File: src/rtl/req_encoder4to2_pkg.sv
// Shared definitions for the 4-to-2 request encoder: widths, FSM state
// encoding and small bit-vector helpers used by the encoder and its
// priority sub-module.
package req_encoder4to2_pkg;

    localparam int unsigned N_REQ  = 4;
    localparam int unsigned CODE_W = 2;

    // Two-state offer machine; explicit encoding keeps the legacy values.
    typedef enum logic [0:0] {
        IDLE  = 1'b0,
        OFFER = 1'b1
    } state_t;

    // One-hot mask for a code, used to retire the granted pending bit.
    function automatic logic [N_REQ-1:0] code_onehot(input logic [CODE_W-1:0] code);
        logic [N_REQ-1:0] mask;
        mask = '0;
        for (int unsigned i = 0; i < N_REQ; i++) begin
            if (code == CODE_W'(i)) begin
                mask[i] = 1'b1;
            end
        end
        return mask;
    endfunction

    // Number of set bits in a request vector.
    function automatic logic [CODE_W:0] popcount(input logic [N_REQ-1:0] vec);
        logic [CODE_W:0] cnt;
        cnt = '0;
        for (int unsigned i = 0; i < N_REQ; i++) begin
            cnt = cnt + {{CODE_W{1'b0}}, vec[i]};
        end
        return cnt;
    endfunction

endpackage

File: src/rtl/req_encoder4to2_prio_enc4.sv
// Combinational highest-index-wins priority encoder over a 4-bit vector.
// Also reports whether any bit is set and whether two or more are set.
module prio_enc4
    import req_encoder4to2_pkg::*;
(
    input  logic [N_REQ-1:0]  vec,
    output logic [CODE_W-1:0] idx,
    output logic              any,
    output logic              multi
);

    // Scan upward so the highest set index is the last one written.
    always_comb begin
        idx   = '0;
        any   = |vec;
        multi = (popcount(vec) >= (CODE_W + 1)'(2));
        for (int unsigned i = 0; i < N_REQ; i++) begin
            if (vec[i]) begin
                idx = CODE_W'(i);
            end
        end
    end

endmodule

File: src/rtl/req_encoder4to2.sv
// Request encoder: collects request events on D into a pending set and
// offers them one at a time, highest index first, over a valid/ready
// handshake. Repeated requests on a still-pending line raise a sticky ovf.
module req_encoder4to2
    import req_encoder4to2_pkg::*;
#(
    parameter int EDGE_MODE = 1
) (
    input  logic              clk,
    input  logic              rst_n,
    input  logic [N_REQ-1:0]  D,
    output logic [CODE_W-1:0] A,
    output logic              valid,
    input  logic              ready,
    output logic              multi,
    output logic              ovf,
    input  logic              clr
);

    state_t            state;
    logic [N_REQ-1:0]  d_q;
    logic [N_REQ-1:0]  pend;
    logic [N_REQ-1:0]  ev;
    logic              hs;
    logic [N_REQ-1:0]  hs_clear;
    logic [N_REQ-1:0]  pend_next;
    logic              ovf_set;

    logic [CODE_W-1:0] pend_idx;
    logic              pend_any;
    logic              pend_multi;
    logic [CODE_W-1:0] rem_idx;
    logic              rem_any;
    logic              rem_multi;

    // Offer is visible exactly while the machine sits in OFFER.
    always_comb begin
        valid = (state == OFFER);
    end

    // Event detection, handshake retirement and next pending set.
    always_comb begin
        ev        = (EDGE_MODE != 0) ? (D & ~d_q) : D;
        hs        = valid & ready;
        hs_clear  = hs ? code_onehot(A) : '0;
        // A new event on the line being retired re-arms it rather than
        // being lost, and is not counted as an overflow.
        pend_next = (pend & ~hs_clear) | ev;
        ovf_set   = |(ev & pend & ~hs_clear);
    end

    // Priority on the current pending set feeds the IDLE load.
    prio_enc4 u_prio_pend (
        .vec   (pend),
        .idx   (pend_idx),
        .any   (pend_any),
        .multi (pend_multi)
    );

    // Priority on what remains after a handshake feeds back-to-back reloads.
    prio_enc4 u_prio_rem (
        .vec   (pend_next),
        .idx   (rem_idx),
        .any   (rem_any),
        .multi (rem_multi)
    );

    // Previous D sample for edge detection; keeps running through clr.
    always_ff @(posedge clk or negedge rst_n) begin
        if (!rst_n) begin
            d_q <= '0;
        end else begin
            d_q <= D;
        end
    end

    // Pending set and sticky overflow flag.
    always_ff @(posedge clk or negedge rst_n) begin
        if (!rst_n) begin
            pend <= '0;
            ovf  <= 1'b0;
        end else if (clr) begin
            pend <= '0;
            ovf  <= 1'b0;
        end else begin
            pend <= pend_next;
            if (ovf_set) begin
                ovf <= 1'b1;
            end
        end
    end

    // Offer state machine holding the granted code and its multi flag.
    always_ff @(posedge clk or negedge rst_n) begin
        if (!rst_n) begin
            state <= IDLE;
            A     <= '0;
            multi <= 1'b0;
        end else if (clr) begin
            state <= IDLE;
            A     <= '0;
            multi <= 1'b0;
        end else begin
            case (state)
                IDLE: begin
                    if (pend_any) begin
                        A     <= pend_idx;
                        multi <= pend_multi;
                        state <= OFFER;
                    end
                end
                OFFER: begin
                    if (ready) begin
                        if (rem_any) begin
                            A     <= rem_idx;
                            multi <= rem_multi;
                        end else begin
                            state <= IDLE;
                        end
                    end
                end
                default: begin
                    state <= IDLE;
                end
            endcase
        end
    end

endmodule

File: config.mk
export PLATFORM = sky130hd
export DESIGN_NAME = req_encoder4to2
export DESIGN_NICKNAME = d
export VERILOG_FILES = /design/src/rtl/req_encoder4to2_pkg.sv /design/src/rtl/req_encoder4to2_prio_enc4.sv /design/src/rtl/req_encoder4to2.sv
export SDC_FILE = /design/constraint.sdc
export NUM_CORES = 1
export LEC_CHECK = 0
export CAP_MARGIN = 0
export CORE_MARGIN = 5
export CORE_UTILIZATION = 54
export DETAILED_ROUTE_END_ITERATION = 16
export PLACE_DENSITY = 0.92
export SETUP_SLACK_MARGIN = 0.15
export SYNTH_ARGS = -nofsm -noshare
export SYNTH_HDL_FRONTEND = slang
export SYNTH_SLANG_ARGS = --single-unit
File: constraint.sdc
create_clock -name clk -period 4.6 [get_ports clk]
set_input_delay 0.92 -clock clk [delete_from_list [all_inputs] [get_ports clk]]
set_output_delay 0.92 -clock clk [all_outputs]
set_load 0.01 [all_outputs]
Word level (Yosys, flattened, before mapping)
Index checks and enable logic that the tools add are counted.

Flip-flop bits (word level): 13. Output and inout bits: 5.

Add/sub/neg operators: 6. Order comparisons: 2. Equality and inequality tests: 6. Multiplexer cells: 29. Bitwise operators: 9. Reduce and logical (&&, ||, !) cells: 6.

Operators with widths (number): bitwise AND 4 bit (4); two-way mux 1 bit (16); two-way mux 2 bit (8); adder 3 x 1 -> 3 bit (4); OR reduction 4 bit (3); two-way mux 4 bit (2); inverter 4 bit (2); >= comparator 3 x 2 -> 1 bit, second input constant (2); != test 3 bit, second input constant (2); adder 1 x 1 -> 2 bit (2); equality test 2 bit, second input constant (2); bitwise OR 4 bit (1); one-hot mux 1 bit (2 select lines) (2); one-hot mux 2 bit (2 select lines) (1); != test 3 x 2 -> 1 bit, second input constant (1); AND reduction 3 bit (1); equality test 2 x 1 -> 1 bit, second input constant (1); logical NOT 2 bit (1); nonzero test 2 bit (1); bitwise AND 1 bit (1); inverter 1 bit (1).

Depth between registers and ports, before layout
Gate-level depths: netlist of the first run.

Depth after elaboration: 14. Gate-level depth with buffers: 9.

Cells and area by module
From an unflattened synthesis of the first run, not the netlist that was laid out.

Cell total of the unflattened synthesis: 75. Area total of the unflattened synthesis: 744.5 µm².

By module, submodules not included: req_encoder4to2 (instances 1, cells an instance 55, area an instance 611.8 µm², seq. area each 325.3 µm²); prio_enc4 (instances 2, cells an instance 10, area an instance 66.3 µm², seq. area each 0.0 µm²).

Worst setup path after synthesis of the first run
Ideal clock, no wire load.

Kind: input -> register. From: input port ready. To: register multi. Setup time: 0.122 ns. Arrival: 2.147 ns. Path slack: 2.331 ns. Stages: 7. Buffers on the path: 0. Cells stage by stage: nand4b_1 -> a22o_1 -> ha_1 -> ha_1 -> inv_1 -> o211ai_1 -> a32o_1.

Longest elaborated chain between the ends: 13.

RTL lines: start, declared (line req_encoder4to2.sv:14) `input logic ready,`; bitwise AND 1 bit (line req_encoder4to2.sv:44) `hs = valid & ready;`; two-way mux 4 bit (line req_encoder4to2.sv:45) `hs_clear = hs ? code_onehot(A) : '0;`; inverter 4 bit (line req_encoder4to2.sv:48) `pend_next = (pend & ~hs_clear) | ev;`; bitwise AND 4 bit (line req_encoder4to2.sv:48); bitwise OR 4 bit (line req_encoder4to2.sv:48); adder 1 x 1 -> 2 bit (line req_encoder4to2_pkg.sv:32) `cnt = cnt + {{CODE_W{1'b0}}, vec[i]};`; adder 3 x 1 -> 3 bit (2 in a row) (line req_encoder4to2_pkg.sv:32); >= comparator 3 x 2 -> 1 bit (line req_encoder4to2_prio_enc4.sv:16) `multi = (popcount(vec) >= (CODE_W + 1)'(2));`; two-way mux 1 bit (line req_encoder4to2.sv:114) `if (rem_any) begin`; two-way mux 1 bit (line req_encoder4to2.sv:113) `if (ready) begin`; one-hot mux 1 bit (2 select lines) (line req_encoder4to2.sv:104) `case (state)`; two-way mux 1 bit (line req_encoder4to2.sv:99) `end else if (clr) begin`; end signal, assigned (line req_encoder4to2.sv:108) `multi <= pend_multi;`; end signal, assigned (line req_encoder4to2.sv:116) `multi <= rem_multi;`; end, declared (line req_encoder4to2.sv:15) `output logic multi,`.

Parallel ways exist; a longest one is shown, timed or not. The select of a mux whose other input is x is not followed. A chain may end at the register's enable or synchronous reset.

Final worst setup path of the first run
Ends and elaborated chain as after synthesis.

==> results.tsv, run 1 <==
metric	value	unit
critPathSlowestCell	clkdlybuf4s50_1	
power_density	304	nW/um^2
ir_drop	0.173	mV
seq_area	325	sq um
yosys_warnings	0	
worstSetupPathType	in -> reg	
synth_seq_area_share	41.7	%
hold_class	reg -> reg	
antenna_found_initial	0	
synth_cells	78	
cts_tree	built	
period_needed	2.73	ns
reg2reg_depth	8	
fillCellCount	104	
rsz0062_at_grt	no	
area_delta_synth_final	19.9	%
end_kind	flop	
hold_slack	0.608	ns
syn_area	779	sq um
maxCapViolCount	0	
hold_path_depth	1	
p_int	0.196	mW
grt_busiest_layer	met2	
ff2ff_setup_slack	2.45	ns
drive_above_1_share	12.0	%
die_h	48.0	microns
cts.clk_slew.worst_paths	0.07	ns
switching_share	31.1	%
worst_pin_slew	0.585	ns
pwr-share-clk	24.7	%
grt-ovfl-total	0	
cp_max_fo	6	
cts_max_level	1	
via_per_inst	6.08	
syn_area_per_cell	9.99	sq um
startpoint_type	primary input	
r2r_end	multi	
synth_largest_area_cell	dfrtp_1	
synth.area.top_cells	dfrtp_1 42%, ha_1 9.6%, inv_1 4.3%, nor2_1 3.9%, a31oi_1 2.4%	
insertion_delay	0.28	ns
p_comb_share	27.3	%
multiInputGateArea	409	sq um
drv_slew	0	
coreArea	1330	sq um
io_pins	13	
via_count	651	
use_met3	3.38	%
hold_path_end	A[1]	
skew	0.00446	ns
path_buf_inv	3	
critPathRequiredTime	4.77	ns
die_area	2300	sq um
ys_seq_elements	13	
p_sw	0.0884	mW
cts_hold_buf	0	
yosysTopAreaCellShare	41.7	%
grt_pass1_vias	658	
clockBufferDepth	2	
synth_ff_type	dfrtp_1	
r2r_start	valid	
grt_max_degree	15	
routedWlPerCell	15.1	microns
track_usage	18.2	%
seqPwrFrac	47.9	%
die_x	48.0	microns
wirelength	1620	microns
ys_top_cells_by_count	13 x dfrtp_1, 9 x inv_1, 8 x nor2_1	
async_flop_share	100	%
grt_pass1_wl	2860	microns
cts_buffers	3	
cts.sinks	13	
start_util	58.4	%
crit_path_cell_trace	clkdlybuf4s50_1 -> a31oi_1 -> nor2_1 -> inv_1 -> ha_1 -> ha_1 -> inv_1 -> o211ai_1 -> a32o_1	
std_cell_rows	13	
setup_tns	0	ns
synth_most_common_cell	dfrtp_1	
critPathTopFamily	buffers and inverters	
finalCritPeriodShare	59.3	%
drcViolationCount	0	
place_congestion	0.825	
synthesis.nets	92	
ys_types	34	
grt_util_met2	30.3	%
hpwl	1250	microns
slew-limit-headroom	60.9	%
synth-edff-count	0	
p_leak	0.425	nW
post_cts_buffers	0	
max_freq	367	MHz
arrival	2.90	ns
layout.nets	107	
portBuffers	12	
cts.repair.resized	0	
cp_slowest_stage_delay	0.57	ns
grtUsageMet1	22.7	%
hold_violations	0	
worstHoldStart	A[1]	
ant_nets	0	
setup_viol	0	
outcome	finished clean	
antenna_cells	0	
drt-initial-drc-count	15	
dr.pass1.iters	6	
clockRootBuffer	clkbuf_4	
-- per-layer routing --
metal  up-vias  wire (microns)
met5         -               0
met1       319             685
met3         5              97
li1        312               -
met2        15             806
met4         0              30
-- cell type report --
type	instances	share of cell area, %
flip-flops and latches	13	34.8
well taps	15	2.01
multi-input cells	54	43.8
inverters	9	3.61
clock inverters	1	0.535
repair buffers	12	12.9
clock buffers	3	2.41
-- how the worst max path moves through the flow --
| stage | slack (ns) | to | from | cells past startpoint |
|---|---|---|---|---|
| finish | 1.87 | multi | ready | 9 |
| global route | 1.73 | multi | ready | 9 |
| CTS | 1.87 | multi | ready | 9 |
| detailed placement | 1.58 | multi | ready | 9 |
| global placement | 1.65 | multi | ready | 8 |
| floorplan | 2.33 | multi | ready | 7 |
-- flip-flops by register name, indices dropped and copies added, names as in the netlist --
signal  count
d_q         4
pend        4
A           2
multi       1
ovf         1
valid       1
-- kinds of logic after synthesis --
kind of cell	synth area share [%]
adders and majority gates	9.63
AOI/OAI and AO/OA	21.2
muxes	1.28
and+or+nand+nor	20.4
DFF	41.7
buffers and inverters	5.78
-- per-stage QoR --
stage / setup WS [ns] / area, sq um / utilization [%] / std cells / power (mW)
final: 1.87 / 935 / 70.1 / 107 / 0.285
after floorplan: 2.33 / 779 / - / 78 / 0.185
after global placement: 1.65 / 907 / 68.0 / 103 / 0.213
after global routing: 1.73 / 935 / 70.1 / 107 / 0.305
after detailed placement: 1.58 / 907 / 68.0 / 103 / 0.216
after CTS: 1.87 / 935 / 70.1 / 107 / 0.287
-- cell usage in the layout (no fill, tap or decap), drive strengths merged, types with 2 or more instances in the layout --
cell / count
a2111oi: 2
a21oi: 2
a31oi: 3
clkbuf: 3
clkdlybuf4s50: 12
dfrtp: 13
ha: 6
inv: 9
nand2: 5
nand2b: 2
nand4b: 2
nor2: 8
nor2b: 3
nor3: 2
o211ai: 2
-- power by group through the flow --
stage / registers [mW] / clock network [mW] / logic [mW]
detailed placement: 0.138 / 0 / 0.0780
floorplan: 0.137 / 0 / 0.0475
CTS: 0.136 / 0.0725 / 0.0785
global route: 0.139 / 0.0786 / 0.0877
finish: 0.136 / 0.0704 / 0.0778
global placement: 0.138 / 0 / 0.0752
(Power assumes the default switching activity.)
==> run 2: changes to the inputs <==
--- a/config.mk
+++ b/config.mk
@@ -7,9 +7,9 @@
 export LEC_CHECK = 0
 export CAP_MARGIN = 0
 export CORE_MARGIN = 5
-export CORE_UTILIZATION = 54
+export CORE_UTILIZATION = 45
 export DETAILED_ROUTE_END_ITERATION = 16
-export PLACE_DENSITY = 0.92
+export PLACE_DENSITY = 0.83
 export SETUP_SLACK_MARGIN = 0.15
 export SYNTH_ARGS = -nofsm -noshare
 export SYNTH_HDL_FRONTEND = slang
==> constraint.sdc (replaced) <==
create_clock -name clk -period 2.49 [get_ports clk]
set_input_delay 0.498 -clock clk [delete_from_list [all_inputs] [get_ports clk]]
set_output_delay 0.498 -clock clk [all_outputs]
set_load 0.01 [all_outputs]
==> run 2 against run 1 <==
  * Core utilization down 13 points
  * Clock-buffer cell count up 1
  * Sequential power grew 87%
  * Final cell count grew 4.7%
  * Largest power group unchanged
  * Non-clock buffer count grew 3
  * Clock skew shrank 0.0019 ns
  * Sequential share of layout area decreased by 0.86 points
  * Setup slack worse by 1.6 ns
==> results.tsv, run 2 (same netlist as run 1, synthesis figures left out) <==
metric	value	unit	change
seqPwrFrac	47.1	%	was 47.9%
clockRootBuffer	clkbuf_4		unchanged
hold_violations	0		unchanged
outcome	finished clean		unchanged
post-route-util	56.7	%	was 70.1%
cts_hold_buf	0		unchanged
fillCellCount	149		was 104
cts.sinks	13		unchanged
drive_above_1_share	13.7	%	was 12.0%
coreArea	1690	sq um	was 1330 sq um
final_common_cell	dfrtp_1		unchanged
slew-limit-headroom	60.5	%	was 60.9%
top_regs	d_q: 4 flops, pend: 4 flops, A: 2 flops		unchanged
cp_max_fo	4		was 6
p_sw	0.168	mW	was 0.0884 mW
pwr-share-clk	25.0	%	was 24.7%
setup_tns	0	ns	unchanged
cts.clk_slew.worst_paths	0.08	ns	was 0.07 ns
start_util	46.1	%	was 58.4%
hpwl	1340	microns	was 1250 microns
p_int	0.370	mW	was 0.196 mW
grt_pass1_vias	704		was 658
power_density	561	nW/um^2	was 304 nW/um^2
layout_common_cells	13 x dfrtp_1, 12 x clkdlybuf4s50_1, 9 x inv_1		unchanged
track_usage	15.9	%	was 18.2%
drv_slew	0		unchanged
routedWlPerCell	15.7	microns	was 15.1 microns
grt-ovfl-total	0		unchanged
skew	0.00254	ns	was 0.00446 ns
max_freq	448	MHz	
ir_drop	0.316	mV	was 0.173 mV
hold_slack	0.581	ns	was 0.608 ns
ff2ff_setup_slack	0.37	ns	was 2.45 ns
hold_class	in -> async		was reg -> reg
drcViolationCount	0		unchanged
die_area	2660	sq um	was 2300 sq um
cts_tree	built		unchanged
post_cts_buffers	0		unchanged
portBuffers	12		unchanged
place_congestion	0.832		was 0.825
die_h	51.6	microns	was 48.0 microns
via_per_inst	5.71		was 6.08
r2r_end	multi		unchanged
switching_share	31.2	%	was 31.1%
std_cell_rows	15		was 13
worst_pin_slew	0.590	ns	was 0.585 ns
ant_nets	0		unchanged
setup_viol	0		unchanged
layout.nets	110		was 107
antenna_cells	0		unchanged
period_needed	2.23	ns	
seq_area	325	sq um	unchanged
wirelength	1760	microns	was 1620 microns
maxCapViolCount	0		unchanged
io_pins	13		unchanged
p_leak	0.436	nW	was 0.425 nW
end_kind	flop		unchanged
cts_buffers	3		unchanged
startpoint_type	primary input		unchanged
p_comb_share	27.9	%	was 27.3%
die_x	51.6	microns	was 48.0 microns
drt-initial-drc-count	13		was 15
cts_max_level	1		unchanged
via_count	639		was 651
worstSetupPathType	in -> reg		unchanged
antenna_found_initial	0		unchanged
reg2reg_depth	8		unchanged
arrival	2.41	ns	was 2.90 ns
rsz0062_at_grt	no		unchanged
grt_pass1_wl	3080	microns	was 2860 microns
r2r_start	valid		unchanged
clockBufferDepth	2		unchanged
insertion_delay	0.28	ns	about the same
area_delta_synth_final	23.0	%	was 19.9%
critPathRequiredTime	2.67	ns	was 4.77 ns
cts.repair.resized	0		unchanged
finalCritPeriodShare	89.7	%	
multiInputGateArea	409	sq um	unchanged
grt_max_degree	15		unchanged
dr.pass1.iters	4		was 6
-- run 2: worst max-delay path by stage --
stage               start  endpoint  depth (start not counted)
finish              ready     multi                          8
global placement    ready     multi                          9
CTS                 ready     multi                          9
global route        ready     multi                          9
detailed placement  ready     multi                          9
floorplan           valid     multi                          8
-- run 2: power groups by stage --
stage               registers (mW)  logic [mW]  clock network (mW)
floorplan                    0.253      0.0878                   0
global placement             0.255       0.147                   0
detailed placement           0.257       0.151                   0
CTS                          0.253       0.152               0.137
global route                 0.257       0.167               0.149
finish                       0.254       0.150               0.135
-- run 2: per-layer routing --
layer  up-vias  share of wire (%)  routed length (microns)  track usage [%]
met4         0                3.0                       53             11.8
li1        313                  -                        -                -
met3         5                5.0                       88             4.01
met1       307                 41                      730             17.1
met5         -                  0                        0                0
met2        14                 50                      890             26.7
-- run 2: per-stage QoR --
stage / total power [mW] / setup slack [ns] / instances / instance area [sq um]
finish: 0.538 / 0.257 / 112 / 958
global route: 0.573 / 0.159 / 112 / 958
CTS: 0.541 / 0.237 / 112 / 958
detailed placement: 0.407 / -0.0535 / 108 / 932
global placement: 0.402 / 0.00102 / 108 / 932
floorplan: 0.341 / 0.546 / 78 / 779
-- run 2: layout make-up --
| type | count | area share, % |
|---|---|---|
| Clock buffer | 4 | 2.74 |
| Multi-Input combinational cell | 54 | 42.7 |
| Tap cell | 17 | 2.22 |
| Timing Repair Buffer | 15 | 14.9 |
| Inverter | 9 | 3.52 |
| Sequential cell | 13 | 33.9 |
-- run 2: critical path, stage by stage --
cell             delay, ns
clkdlybuf4s50_1       0.54
nand4b_1              0.14
a22o_1                0.24
ha_1                  0.30
ha_1                  0.27
inv_1                 0.06
o211ai_1              0.09
a32o_1                0.27
==> run 3: changes to the inputs <==
--- a/config.mk
+++ b/config.mk
@@ -7,9 +7,9 @@
 export LEC_CHECK = 0
 export CAP_MARGIN = 0
 export CORE_MARGIN = 5
-export CORE_UTILIZATION = 45
+export CORE_UTILIZATION = 54
 export DETAILED_ROUTE_END_ITERATION = 16
-export PLACE_DENSITY = 0.83
+export PLACE_DENSITY = 0.92
 export SETUP_SLACK_MARGIN = 0.15
 export SYNTH_ARGS = -nofsm -noshare
 export SYNTH_HDL_FRONTEND = slang
==> constraint.sdc (replaced) <==
create_clock -name clk -period 2.6 [get_ports clk]
set_input_delay 0.52 -clock clk [delete_from_list [all_inputs] [get_ports clk]]
set_output_delay 0.52 -clock clk [all_outputs]
set_load 0.01 [all_outputs]
==> run 3 against run 2 <==
  * Flip-flop and latch count unchanged
  * Sequential share of layout area up 0.36 points
  * Register-to-register slack is essentially flat
  * Critical path depth did not move
  * First-iteration DRC count is 62% higher
  * Final cell count down 2.7%
  * Power fell by 4.6%
  * Wire length about the same
==> results.tsv, run 3 (same netlist as run 1, synthesis figures left out) <==
metric	value	unit	change
worstSetupPathType	in -> reg		unchanged
critPathRequiredTime	2.78	ns	was 2.67 ns
coreArea	1330	sq um	was 1690 sq um
cts.sinks	13		unchanged
slew-limit-headroom	59.4	%	was 60.5%
layout_common_cells	13 x dfrtp_1, 12 x clkdlybuf4s50_1, 9 x inv_1		unchanged
drive_above_1_share	12.8	%	was 13.7%
via_per_inst	6.20		was 5.71
cp_max_fo	3		was 4
std_cell_rows	13		was 15
die_h	48.0	microns	was 51.6 microns
cts.clk_slew.worst_paths	0.08	ns	about the same
period_needed	2.30	ns	
finalCritPeriodShare	88.5	%	
post_dp_cell_area	922	sq um	was 932 sq um
start_util	58.4	%	was 46.1%
top_regs	d_q: 4 flops, pend: 4 flops, A: 2 flops		unchanged
pwr-share-clk	24.7	%	was 25.0%
place_congestion	0.844		was 0.832
antenna_found_initial	0		unchanged
cts_tree	built		unchanged
hpwl	1300	microns	was 1340 microns
cts.repair.resized	0		unchanged
setup_tns	0	ns	unchanged
dr.pass1.iters	4		unchanged
post_cts_buffers	0		unchanged
routedWlPerCell	16.2	microns	was 15.7 microns
hold_violations	0		unchanged
area_delta_synth_final	21.7	%	was 23.0%
grt_pass1_vias	715		was 704
cts_buffers	3		unchanged
design_area	948	sq um	was 958 sq um
p_leak	0.432	nW	was 0.436 nW
skew	0.000611	ns	was 0.00254 ns
drt-initial-drc-count	21		was 13
cts_hold_buf	0		unchanged
end_kind	flop		unchanged
reg2reg_depth	7		was 8
startpoint_type	primary input		unchanged
arrival	2.48	ns	was 2.41 ns
die_x	48.0	microns	was 51.6 microns
final_common_cell	dfrtp_1		unchanged
layout.nets	109		was 110
setup_viol	0		unchanged
io_pins	13		unchanged
seqPwrFrac	47.5	%	was 47.1%
clockBufferDepth	2		unchanged
hold_class	in -> async		unchanged
ir_drop	0.409	mV	was 0.316 mV
max_freq	435	MHz	
antenna_cells	0		unchanged
fillCellCount	102		was 149
p_comb_share	27.9	%	about the same
die_area	2300	sq um	was 2660 sq um
grt_max_degree	15		unchanged
worst_pin_slew	0.607	ns	was 0.590 ns
p_sw	0.161	mW	was 0.168 mW
via_count	676		was 639
wirelength	1760	microns	about the same
portBuffers	12		unchanged
switching_share	31.3	%	was 31.2%
insertion_delay	0.28	ns	about the same
rsz0062_at_grt	no		unchanged
clockRootBuffer	clkbuf_4		unchanged
outcome	finished clean		unchanged
p_int	0.352	mW	was 0.370 mW
drv_slew	0		unchanged
drcViolationCount	0		unchanged
power_density	541	nW/um^2	was 561 nW/um^2
maxCapViolCount	0		unchanged
track_usage	18.2	%	was 15.9%
ant_nets	0		unchanged
grt_pass1_wl	2860	microns	was 3080 microns
grt-ovfl-total	0		unchanged
cts_max_level	1		unchanged
[run 3: changes by cell type in the layout (fill, tap and decap cells not counted), sizes merged]
| cell | delta |
|---|---|
| buf | -1 |
[run 3: critical path, stage by stage]
cell and delay [ns]:
clkdlybuf4s50_1 0.50, nand4b_1 0.13, a22o_1 0.26, ha_1 0.31, ha_1 0.28, inv_1 0.06, o211ai_1 0.13, a32o_1 0.29
[run 3: cell type report]
| cell class | instances | area, sq um | area share [%] |
|---|---|---|---|
| inverter | 9 | 33.8 | 3.56 |
| clock buffer | 4 | 26.3 | 2.77 |
| multi-input combinational | 54 | 409 | 43.1 |
| timing repair buffer | 14 | 135 | 14.2 |
| tap | 15 | 18.8 | 1.98 |
| sequential | 13 | 325 | 34.3 |
[run 3: power by group through the flow]
| stage | sequential (mW) | combinational, mW | clock, mW |
|---|---|---|---|
| final | 0.243 | 0.143 | 0.127 |
| after global routing | 0.247 | 0.158 | 0.139 |
| after CTS | 0.242 | 0.143 | 0.125 |
| after detailed placement | 0.246 | 0.142 | 0 |
| after global placement | 0.245 | 0.137 | 0 |
| after floorplan | 0.243 | 0.0841 | 0 |
[run 3: per-layer routing]
metal  global-route usage, %  wire, microns  up-vias
met5                       0              0        -
met4                    9.14             29        0
met3                    3.38            150        5
met2                    30.6            821       30
met1                    22.0            762      329
li1                        -              -      312
[run 3: path summary, 6_finish.rpt]
kind	start	slack, ns	endpoint
max	ready	0.30	multi
min	rst_n	0.61	d_q[2]
max reg2reg	valid	0.37	multi
min reg2reg	d_q[0]	0.61	ovf
max in group asynchronous	rst_n	1.59	pend[3]
min in group clk	d_q[0]	0.61	ovf
[run 3: through the flow]
step                std cells  hold slack, ns  power, mW  setup WS, ns  util (%)
detailed placement        105           0.602      0.388        0.0546      69.1
floorplan                  78           0.224      0.327         0.656         -
CTS                       109           0.616      0.511         0.323      71.1
finish                    109           0.611      0.513         0.299      71.1
global route              109           0.652      0.543         0.250      71.1
global placement          105           0.572      0.382         0.142      69.1
